**src/rtl/pixel_seq_pkg.sv**
```systemverilog
`default_nettype none
// ============================================================================
//  Module      : pixel_seq_pkg
//  Description : Shared types and default geometry for the pixel beat
//                sequencer. It holds the FSM state encoding, the default
//                frame geometry, the beat/idle counter width and a preload
//                helper for the idle counters.
//  Revision    : 1.0 - initial release
// ============================================================================
package pixel_seq_pkg;

  // Width of the beat index and of all three down-counters.
  localparam int BEAT_W = 8;

  // Default geometry.
  localparam int          DEF_ADDR_W    = 20;
  localparam int          DEF_COORD_W   = 10;
  localparam int          DEF_IMG_W     = 16;
  localparam int          DEF_IMG_H     = 16;
  localparam int          DEF_ROW_PITCH = 16;
  localparam int unsigned DEF_BASE_ADDR = 0;
  localparam int          DEF_BEATS     = 4;
  localparam int          DEF_PAUSE     = 1;
  localparam int          DEF_ROW_GAP   = 0;

  typedef enum logic [2:0] {
    ST_IDLE  = 3'd0,
    ST_BEAT  = 3'd1,
    ST_PAUSE = 3'd2,
    ST_GAP   = 3'd3,
    ST_DONE  = 3'd4
  } seq_state_e;

  // A phase of n cycles loads n-1 and leaves when the counter reads zero.
  // A zero-length phase is never entered, so its preload is irrelevant.
  function automatic logic [BEAT_W-1:0] cnt_preload(input int n);
    return (n > 0) ? BEAT_W'(n - 1) : '0;
  endfunction

endpackage
`default_nettype wire

```
**src/rtl/pixel_seq_cnt.sv**
```systemverilog
`default_nettype none
// ============================================================================
//  Module      : pixel_seq_cnt
//  Description : Loadable down-counter with enable and zero flag. It times
//                the beat, pause and row-gap phases of the sequencer.
//  Ports       : clk        in   clock
//                reset      in   synchronous active-high reset (count -> 0)
//                load_i     in   load load_val_i (has priority over en_i)
//                load_val_i in   W-bit preload value
//                en_i       in   decrement when count is non-zero
//                cnt_o      out  current count
//                zero_o     out  count == 0
//  Revision    : 1.0 - initial release
// ============================================================================
module pixel_seq_cnt
  import pixel_seq_pkg::*;
#(
  parameter int W = BEAT_W
) (
  input  logic         clk,
  input  logic         reset,
  input  logic         load_i,
  input  logic [W-1:0] load_val_i,
  input  logic         en_i,
  output logic [W-1:0] cnt_o,
  output logic         zero_o
);

  logic [W-1:0] cnt_q;
  logic [W-1:0] cnt_d;

  always_comb begin
    cnt_d = cnt_q;
    if (load_i) begin
      cnt_d = load_val_i;
    end else if (en_i && (cnt_q != '0)) begin
      cnt_d = cnt_q - W'(1);
    end
  end

  always_ff @(posedge clk) begin
    if (reset) begin
      cnt_q <= '0;
    end else begin
      cnt_q <= cnt_d;
    end
  end

  assign cnt_o  = cnt_q;
  assign zero_o = (cnt_q == '0);

endmodule
`default_nettype wire

```
**src/rtl/pixel_beat_sequencer.sv**
```systemverilog
`default_nettype none
// ============================================================================
//  Module      : pixel_beat_sequencer
//  Description : Raster pixel-address sequencer for the filter datapath.
//                Walks an IMG_W x IMG_H window of a frame buffer with pitch
//                ROW_PITCH. Each pixel gets BEATS process cycles followed by
//                PAUSE idle cycles; ROW_GAP idle cycles separate rows. A
//                downstream stall freezes the whole sequencer.
//  Ports       : clk           in   clock
//                reset         in   synchronous active-high reset
//                start_i       in   begin a frame (sampled only in IDLE)
//                stall_i       in   downstream not ready; freezes sequencer
//                process_o     out  pixel_addr_o / beat_idx_o valid
//                busy_o        out  frame in progress
//                done_o        out  one-cycle pulse after the last pixel
//                pixel_addr_o  out  current pixel address
//                x_o / y_o     out  current column / row
//                beat_idx_o    out  beat within the pixel, 0..BEATS-1
//                row_start_o   out  first beat of the first pixel of a row
//                frame_last_o  out  last beat of the last pixel of the frame
//  Revision    : 1.0 - initial release
// ============================================================================
module pixel_beat_sequencer
  import pixel_seq_pkg::*;
#(
  parameter int          ADDR_W    = DEF_ADDR_W,
  parameter int          COORD_W   = DEF_COORD_W,
  parameter int          IMG_W     = DEF_IMG_W,
  parameter int          IMG_H     = DEF_IMG_H,
  parameter int          ROW_PITCH = DEF_ROW_PITCH,
  parameter int unsigned BASE_ADDR = DEF_BASE_ADDR,
  parameter int          BEATS     = DEF_BEATS,
  parameter int          PAUSE     = DEF_PAUSE,
  parameter int          ROW_GAP   = DEF_ROW_GAP
) (
  input  logic               clk,
  input  logic               reset,
  input  logic               start_i,
  input  logic               stall_i,
  output logic               process_o,
  output logic               busy_o,
  output logic               done_o,
  output logic [ADDR_W-1:0]  pixel_addr_o,
  output logic [COORD_W-1:0] x_o,
  output logic [COORD_W-1:0] y_o,
  output logic [BEAT_W-1:0]  beat_idx_o,
  output logic               row_start_o,
  output logic               frame_last_o
);

  localparam logic [COORD_W-1:0] X_LAST    = COORD_W'(IMG_W - 1);
  localparam logic [COORD_W-1:0] Y_LAST    = COORD_W'(IMG_H - 1);
  localparam logic [BEAT_W-1:0]  BEAT_LAST = BEAT_W'(BEATS - 1);
  localparam logic [BEAT_W-1:0]  PAUSE_LD  = cnt_preload(PAUSE);
  localparam logic [BEAT_W-1:0]  GAP_LD    = cnt_preload(ROW_GAP);
  localparam logic [ADDR_W-1:0]  BASE      = ADDR_W'(BASE_ADDR);
  localparam logic [ADDR_W-1:0]  PITCH     = ADDR_W'(ROW_PITCH);

  seq_state_e         state_q, state_d;
  logic [COORD_W-1:0] x_q, x_d;
  logic [COORD_W-1:0] y_q, y_d;
  logic [ADDR_W-1:0]  addr_q, addr_d;
  logic [ADDR_W-1:0]  row_base_q, row_base_d;

  logic              w_beat_ld, w_beat_en, w_beat_zero;
  logic              w_pause_ld, w_pause_en, w_pause_zero;
  logic              w_gap_ld, w_gap_en, w_gap_zero;
  logic [BEAT_W-1:0] w_beat_cnt, w_pause_cnt, w_gap_cnt;
  logic              w_adv;
  logic [BEAT_W-1:0] w_beat_idx;

  // Beat counter counts down from BEATS-1; the beat index is its complement.
  pixel_seq_cnt #(.W(BEAT_W)) u_beat_cnt (
    .clk        (clk),
    .reset      (reset),
    .load_i     (w_beat_ld),
    .load_val_i (BEAT_LAST),
    .en_i       (w_beat_en),
    .cnt_o      (w_beat_cnt),
    .zero_o     (w_beat_zero)
  );

  pixel_seq_cnt #(.W(BEAT_W)) u_pause_cnt (
    .clk        (clk),
    .reset      (reset),
    .load_i     (w_pause_ld),
    .load_val_i (PAUSE_LD),
    .en_i       (w_pause_en),
    .cnt_o      (w_pause_cnt),
    .zero_o     (w_pause_zero)
  );

  pixel_seq_cnt #(.W(BEAT_W)) u_gap_cnt (
    .clk        (clk),
    .reset      (reset),
    .load_i     (w_gap_ld),
    .load_val_i (GAP_LD),
    .en_i       (w_gap_en),
    .cnt_o      (w_gap_cnt),
    .zero_o     (w_gap_zero)
  );

  // Only the zero flags of the idle counters steer the FSM.
  logic w_unused_cnt;
  assign w_unused_cnt = ^{w_pause_cnt, w_gap_cnt};

  always_comb begin
    state_d    = state_q;
    x_d        = x_q;
    y_d        = y_q;
    addr_d     = addr_q;
    row_base_d = row_base_q;
    w_beat_ld  = 1'b0;
    w_beat_en  = 1'b0;
    w_pause_ld = 1'b0;
    w_pause_en = 1'b0;
    w_gap_ld   = 1'b0;
    w_gap_en   = 1'b0;
    w_adv      = 1'b0;

    case (state_q)
      ST_IDLE: begin
        if (start_i) begin
          state_d    = ST_BEAT;
          x_d        = '0;
          y_d        = '0;
          addr_d     = BASE;
          row_base_d = BASE;
          w_beat_ld  = 1'b1;
        end
      end
      ST_BEAT: begin
        if (!stall_i) begin
          if (!w_beat_zero) begin
            w_beat_en = 1'b1;
          end else if (PAUSE > 0) begin
            state_d    = ST_PAUSE;
            w_pause_ld = 1'b1;
          end else begin
            w_adv = 1'b1;
          end
        end
      end
      ST_PAUSE: begin
        if (!stall_i) begin
          if (!w_pause_zero) begin
            w_pause_en = 1'b1;
          end else begin
            w_adv = 1'b1;
          end
        end
      end
      ST_GAP: begin
        if (!stall_i) begin
          if (!w_gap_zero) begin
            w_gap_en = 1'b1;
          end else begin
            state_d   = ST_BEAT;
            w_beat_ld = 1'b1;
          end
        end
      end
      ST_DONE: begin
        state_d = ST_IDLE;
      end
      default: begin
        state_d = ST_IDLE;
      end
    endcase

    // Step to the next pixel once the current one has finished its beats
    // and pause. Row changes jump from the tracked row base so that any
    // pitch larger than the window width is honoured.
    if (w_adv) begin
      if (x_q != X_LAST) begin
        x_d       = x_q + COORD_W'(1);
        addr_d    = addr_q + ADDR_W'(1);
        state_d   = ST_BEAT;
        w_beat_ld = 1'b1;
      end else if (y_q != Y_LAST) begin
        x_d        = '0;
        y_d        = y_q + COORD_W'(1);
        addr_d     = row_base_q + PITCH;
        row_base_d = row_base_q + PITCH;
        if (ROW_GAP > 0) begin
          state_d  = ST_GAP;
          w_gap_ld = 1'b1;
        end else begin
          state_d   = ST_BEAT;
          w_beat_ld = 1'b1;
        end
      end else begin
        state_d = ST_DONE;
      end
    end
  end

  always_ff @(posedge clk) begin
    if (reset) begin
      state_q    <= ST_IDLE;
      x_q        <= '0;
      y_q        <= '0;
      addr_q     <= BASE;
      row_base_q <= BASE;
    end else begin
      state_q    <= state_d;
      x_q        <= x_d;
      y_q        <= y_d;
      addr_q     <= addr_d;
      row_base_q <= row_base_d;
    end
  end

  // Beat index reads 0 outside BEAT so the idle value matches reset.
  assign w_beat_idx   = (state_q == ST_BEAT) ? (BEAT_LAST - w_beat_cnt) : '0;

  assign process_o    = (state_q == ST_BEAT) && !stall_i;
  assign busy_o       = (state_q != ST_IDLE);
  assign done_o       = (state_q == ST_DONE);
  assign pixel_addr_o = addr_q;
  assign x_o          = x_q;
  assign y_o          = y_q;
  assign beat_idx_o   = w_beat_idx;
  assign row_start_o  = process_o && (x_q == '0) && (w_beat_idx == '0);
  assign frame_last_o = process_o && (x_q == X_LAST) && (y_q == Y_LAST) &&
                        (w_beat_idx == BEAT_LAST);

endmodule
`default_nettype wire
```
**config.mk**
```make
export PLATFORM = sky130hd
export DESIGN_NAME = pixel_beat_sequencer
export DESIGN_NICKNAME = d
export VERILOG_FILES = /design/src/rtl/pixel_seq_pkg.sv /design/src/rtl/pixel_seq_cnt.sv /design/src/rtl/pixel_beat_sequencer.sv
export SDC_FILE = /design/constraint.sdc
export NUM_CORES = 1
export LEC_CHECK = 0
export CORE_ASPECT_RATIO = 1.2
export CORE_MARGIN = 8
export CORE_UTILIZATION = 60
export DETAILED_ROUTE_END_ITERATION = 6
export PLACE_DENSITY = 0.82
export SLEW_MARGIN = 40
export SYNTH_ARGS = -nofsm -noshare
export SYNTH_HDL_FRONTEND = slang
export SYNTH_SLANG_ARGS = --single-unit
```
**constraint.sdc**
```tcl
create_clock -name clk -period 4.9 [get_ports clk]
set_clock_uncertainty 0.15 [all_clocks]
set_input_delay 0.98 -clock clk [delete_from_list [all_inputs] [get_ports clk]]
set_output_delay 0.98 -clock clk [all_outputs]
set_load 0.01 [all_outputs]
```
**Yosys cells after proc, flatten, opt, wreduce, memory -nomap -nowiden**

Index checks and enable logic that the tools add are counted.

- Flip-flop bits (word level): 87
- Latch bits: 0
- RAM bits: 0
- Bits in read-only memories: 0
- Bits of input ports: 4
- Output and inout bits: 53
- Word-level logic and storage cells: 110
- Memories kept: 0

- Add/subtract/negate cells: 8
- Multiply operators: 0
- Div/mod/pow operators: 0
- Magnitude comparators: 0
- Eq/ne operators: 15
- Shift-type cells: 0
- Multiplexer cells: 54
- Bitwise logic cells: 0
- Reduce and logical (&&, ||, !) cells: 24

Operators by type and width:

| kind | number |
|---|---|
| $mux W20 | 10 |
| $mux W10 | 10 |
| $logic_not A8 Y1 | 4 |
| $mux W3 | 8 |
| $reduce_bool A8 Y1 | 3 |
| $sub A8 B1 Y8 const B | 3 |
| $mux W1 | 21 |
| $add A10 B1 Y10 const B | 2 |
| $add A20 B1 Y20 const B | 1 |
| $add A20 B5 Y20 const B | 1 |
| $eq A10 B4 Y1 const B | 2 |
| $ne A10 B4 Y1 const B | 2 |
| $ne A3 B3 Y1 const B | 5 |
| $pmux W3 S4 | 1 |
| $logic_not A10 Y1 | 1 |
| $logic_and A1 B1 Y1 | 9 |
| $eq A8 B2 Y1 const B | 1 |
| $mux W8 | 1 |
| $sub A2 B8 Y8 const A | 1 |
| $eq A3 B2 Y1 const B | 2 |
| $reduce_and A6 Y1 | 1 |
| $mux W2 | 2 |
| $reduce_or A2 Y1 | 2 |
| $eq A3 B1 Y1 const B | 1 |
| other kinds (7) | 7 |

**Longest topological paths before layout**

- Word-level depth: 8
- Gate-level depth with buffers: 9
- Mapped depth without buffers: 7

**Hierarchy**

Synthesis repeated with hierarchy kept, for this count alone.

- Cell total of the unflattened synthesis: 673
- Area, all modules: 5457.7 um2

Modules (own cells, without submodules):

| module | instances | cells an instance | area an instance (um2) | sequential area each (um2) |
|---|---|---|---|---|
| pixel_beat_sequencer | 1 | 496 | 3911.3 | 1261.2 |
| pixel_seq_cnt | 3 | 59 | 515.5 | 160.2 |

**Worst setup path after synthesis**

OpenSTA, ideal clock, no wires.

- Kind: in2out
- Start: in stall_i
- End: out frame_last_o
- Arrival time: 2.191 ns
- Required time: 3.770 ns
- Path slack: 1.579 ns
- Cell stages on the path: 5
- Path buffers: 1
- Cells stage by stage: or4b_2 -> clkbuf_1 -> nor3_1 -> o2111ai_1 -> nor2_1

- Cells in the longest elaborated chain, start to end: 5

RTL lines:

| item | line | source |
|---|---|---|
| from (decl) | pixel_beat_sequencer.sv:39 | `input logic stall_i,` |
| $logic_not A1 Y1 | pixel_beat_sequencer.sv:217 | `assign process_o = (state_q == ST_BEAT) && !stall_i;` |
| $logic_and A1 B1 Y1 | pixel_beat_sequencer.sv:217 |  |
| $logic_and A1 B1 Y1 (3 in series) | pixel_beat_sequencer.sv:225 | `assign frame_last_o = process_o && (x_q == X_LAST) && (y_q == Y_LAST) &&` |
| to (decl) | pixel_beat_sequencer.sv:48 | `output logic frame_last_o` |

No other way between the ends.

**Worst setup path after layout**

Ends and elaborated chain as after synthesis.

==> results.cfg <==
[timing]
finalCritPeriodShare = 0.9031
report.final.setup_viol = 0
setup-tns-final_ns = 0
worst-slew-pin-transition_ns = 0.8133
maximum_operating_frequency_mhz = 226.0
final_max_slew_viol_count = 0
hold_violations = 0
slew_headroom = 0.4578
finalWorstPathRequiredPeriod_ns = 4.425
grt_setup_unrepaired = no

[global_routing]
pin_count_of_the_biggest_net_entering_global_routing = 40
globalRouteMet1Util = 0.2773
grt_usage = 0.2368
gr-max-usage-layer = met2
grt_use_met2 = 0.3921
groute.layer.met3.usage = 0.05829
globalRoute.totalOverflow = 0
first_global_vias = 4679
grt_antenna_before_repair = 0
grt_first_pass_wirelength_mm = 22.18

[critical_path]
worst_path_max_delay_cell = sky130_fd_sc_hd__or4b_2
worst-endpoint-required_ns = 3.77
most_frequent_cell_on_the_critical_path = sky130_fd_sc_hd__clkdlybuf4s50_1
worst_ep_arrival_time_ns = 3.30
reg2reg_setup_slack_ns = 1.81
reg2reg_depth = 5
timing.critical_path.from_type = input pin
worstSetupEndpointType = output port
critical-path-max-stage-delay_ns = 0.72
crit_fanout = 8
cp.depth = 6
worstSetupPathType = input pin to output port
worstPathBufferInverterCount = 2
worst_path_dominant_cell_family = buffers and inverters
path_cells = clkdlybuf4s50_1 -> or4b_2 -> nor3_1 -> o2111ai_1 -> nor2_1 -> clkdlybuf4s50_1

[clock_network]
post_cts_setup_buffer_count = 0
cts.root.buffer_cell = sky130_fd_sc_hd__clkbuf_8
cts_hold_buffers = 0
ctsLongestPathBuffers = 2
later_pin_clock_latency_in_the_skew_report_ns = 0.37
cts_repair_resize_count = 0
num_cts_buffers = 9
number_of_clock_sinks = 87
cts_max_level = 3
clkTransAtPathRegs_ns = 0.09
cts_tree = built

[routing]
post_drt_wl_per_cell_um = 17.48
drtAntennaViolNets = 0
drc = 0
detailroute.via_count = 5003
vias_per_cell = 6.540
wirelength_mm = 13.38
pre_repair_dr_iteration_count = 5
initialDrtViolationCount = 550

[logic_synthesis]
postSynth.topFlopCell = sky130_fd_sc_hd__dfxtp_1
seq_area_frac_synth = 0.3499
synthesis.area_per_instance_um2 = 7.875
yosysWarningCount = 0
async_flop_share = 0
synth_cell_types = 68
syn-instance-count = 632
synth-seq-cells = 87
number_of_synthesized_flops_with_an_enable_pin = 0
netlist_area_um2 = 4977
synth_nets = 646

[final_layout]
layout_commonest_cell = sky130_fd_sc_hd__dfxtp_1
antenna_diodes = 0
layout-drive-gt1-share = 0.06269
flow.area_growth_from_synthesis_pct = 14.48
most-common-layout-cells = 87 x sky130_fd_sc_hd__dfxtp_1, 60 x sky130_fd_sc_hd__a21oi_1, 59 x sky130_fd_sc_hd__nand2_1, 56 x sky130_fd_sc_hd__nor2_1, 55 x sky130_fd_sc_hd__clkdlybuf4s50_1
nets = 679

[floorplanning]
die-height_um = 115.8
io_pins = 57
chipWidth_um = 99.15
core-area_um2 = 8108
die_area_um2 = 11480
rows = 36
initial_standard_cell_utilization_of_the_core = 0.6139

[placed_design]
half_perimeter_wire_length_after_detailed_placement_mm = 9.268
routabilityCongestion = 0.9257
placement.io_buffers = 56

[pwr]
pint_uw = 940.1
static-leakage-power_uw = 0.001794
design_power_total_uw = 1304
cellPowerDensity_nw_per_um2 = 228.8
sw_frac = 0.2788
p_clk_frac = 0.345
share_comb_of_total_power = 0.101
max-vdd-ir-drop_mv = 0.1560
power.switching_uw = 363.5
pwr-share-seq = 0.554

[worst_hold_path]
min_path_type = register to register
worst_hold_path_cell_count = 1

[job]
drv_cap = 0

[status]
status = finished clean
-- worst register-to-register path: cells and delay by family, from the launching register on --
kind / cells / cell delay [ns]
compound gates: 3 / 1.10
flops: 1 / 0.38
simple gates: 2 / 1.38
-- path summary, 6_finish.rpt --
path,from,to
max,stall_i,frame_last_o
min,row_base_q[1],row_base_q[1]
max reg2reg,y_o[6],x_o[5]
min reg2reg,row_base_q[1],row_base_q[1]
-- power by group through the flow --
stage               clock (uW)  combinational (uW)  sequential [uW]
floorplan                    0                95.0              735
global placement             0                 127              738
detailed placement           0                 130              738
CTS                        453                 130              722
global route               491                 144              724
finish                     450                 132              722
-- routing by layer --
layer  share of wire  vias to the layer above
met3           0.078                       44
met4           0.037                        0
li1                -                     2368
met1            0.41                     2374
met5               0                        -
met2            0.47                      217
-- area by class of cell --
type                            instances  area (um2)
Timing Repair Buffer                   63       608.1
Multi-Input combinational cell        483        2985
Sequential cell                        87        1742
Clock buffer                           10       127.6
Fill cell                             698        2410
Inverter                               21       78.83
Tap cell                               95       118.9
Clock inverter                          6       37.54
-- metrics by stage --
stage | setup slack, ns | cell area, um2 | std cells | hold WS (ns) | util
floorplan | 1.579 | 4977 | 632 | 0.2794 | -
global route | 0.3632 | 5698 | 765 | 0.3337 | 0.7028
global placement | 0.5107 | 5530 | 749 | 0.2937 | 0.6821
detailed placement | 0.5126 | 5533 | 749 | 0.2969 | 0.6824
finish | 0.4747 | 5698 | 765 | 0.3207 | 0.7028
CTS | 0.5005 | 5698 | 765 | 0.3217 | 0.7028
-- state kept, by name (all words and copies together) (netlist names) --
register and count:
pixel_addr_o 20, row_base_q 20, x_o 10, y_o 10
u_beat_cnt.cnt_o 8, u_gap_cnt.cnt_o 8, u_pause_cnt.cnt_o 8, state_q 3
-- cell families after synthesis --
group	after synthesis	synth area share
mux	3	0.006285
simple gates	270	0.2808
xor+xnor	46	0.08095
flops	87	0.3499
fa+ha+maj	10	0.02514
buf+inv	62	0.05329
compound gates	154	0.2036
-- synthesized netlist by cell type, drive strengths merged (2+ instances only) --
library cell | n | share of area
o31ai | 4 | 0.0060
nor3b | 2 | 0.0030
a221oi | 3 | 0.0053
inv | 21 | 0.016
a21o | 3 | 0.0045
o311ai | 2 | 0.0035
a211oi | 15 | 0.023
or3 | 11 | 0.014
o21ai | 24 | 0.024
a211o | 3 | 0.0053
a21oi | 61 | 0.062
xor2 | 20 | 0.035
o22ai | 3 | 0.0050
o211ai | 2 | 0.0030
a311oi | 4 | 0.0070
or4 | 6 | 0.0090
o21a | 2 | 0.0030
and3 | 8 | 0.010
clkbuf | 29 | 0.022
nand3b | 10 | 0.015
xnor2 | 26 | 0.046
nand2 | 60 | 0.046
and4 | 3 | 0.0053
a31oi | 7 | 0.012
o2111ai | 3 | 0.0053
and2 | 6 | 0.0075
nand3 | 39 | 0.040
mux2i | 2 | 0.0040
nand4 | 15 | 0.019
nor3 | 26 | 0.029
ha | 10 | 0.025
dfxtp | 87 | 0.35
buf | 12 | 0.016
nor4 | 18 | 0.023
nor2 | 57 | 0.043
or4b | 3 | 0.0068
a22oi | 2 | 0.0030
a41oi | 6 | 0.012
Note: power is estimated with default switching activity, not from simulation.
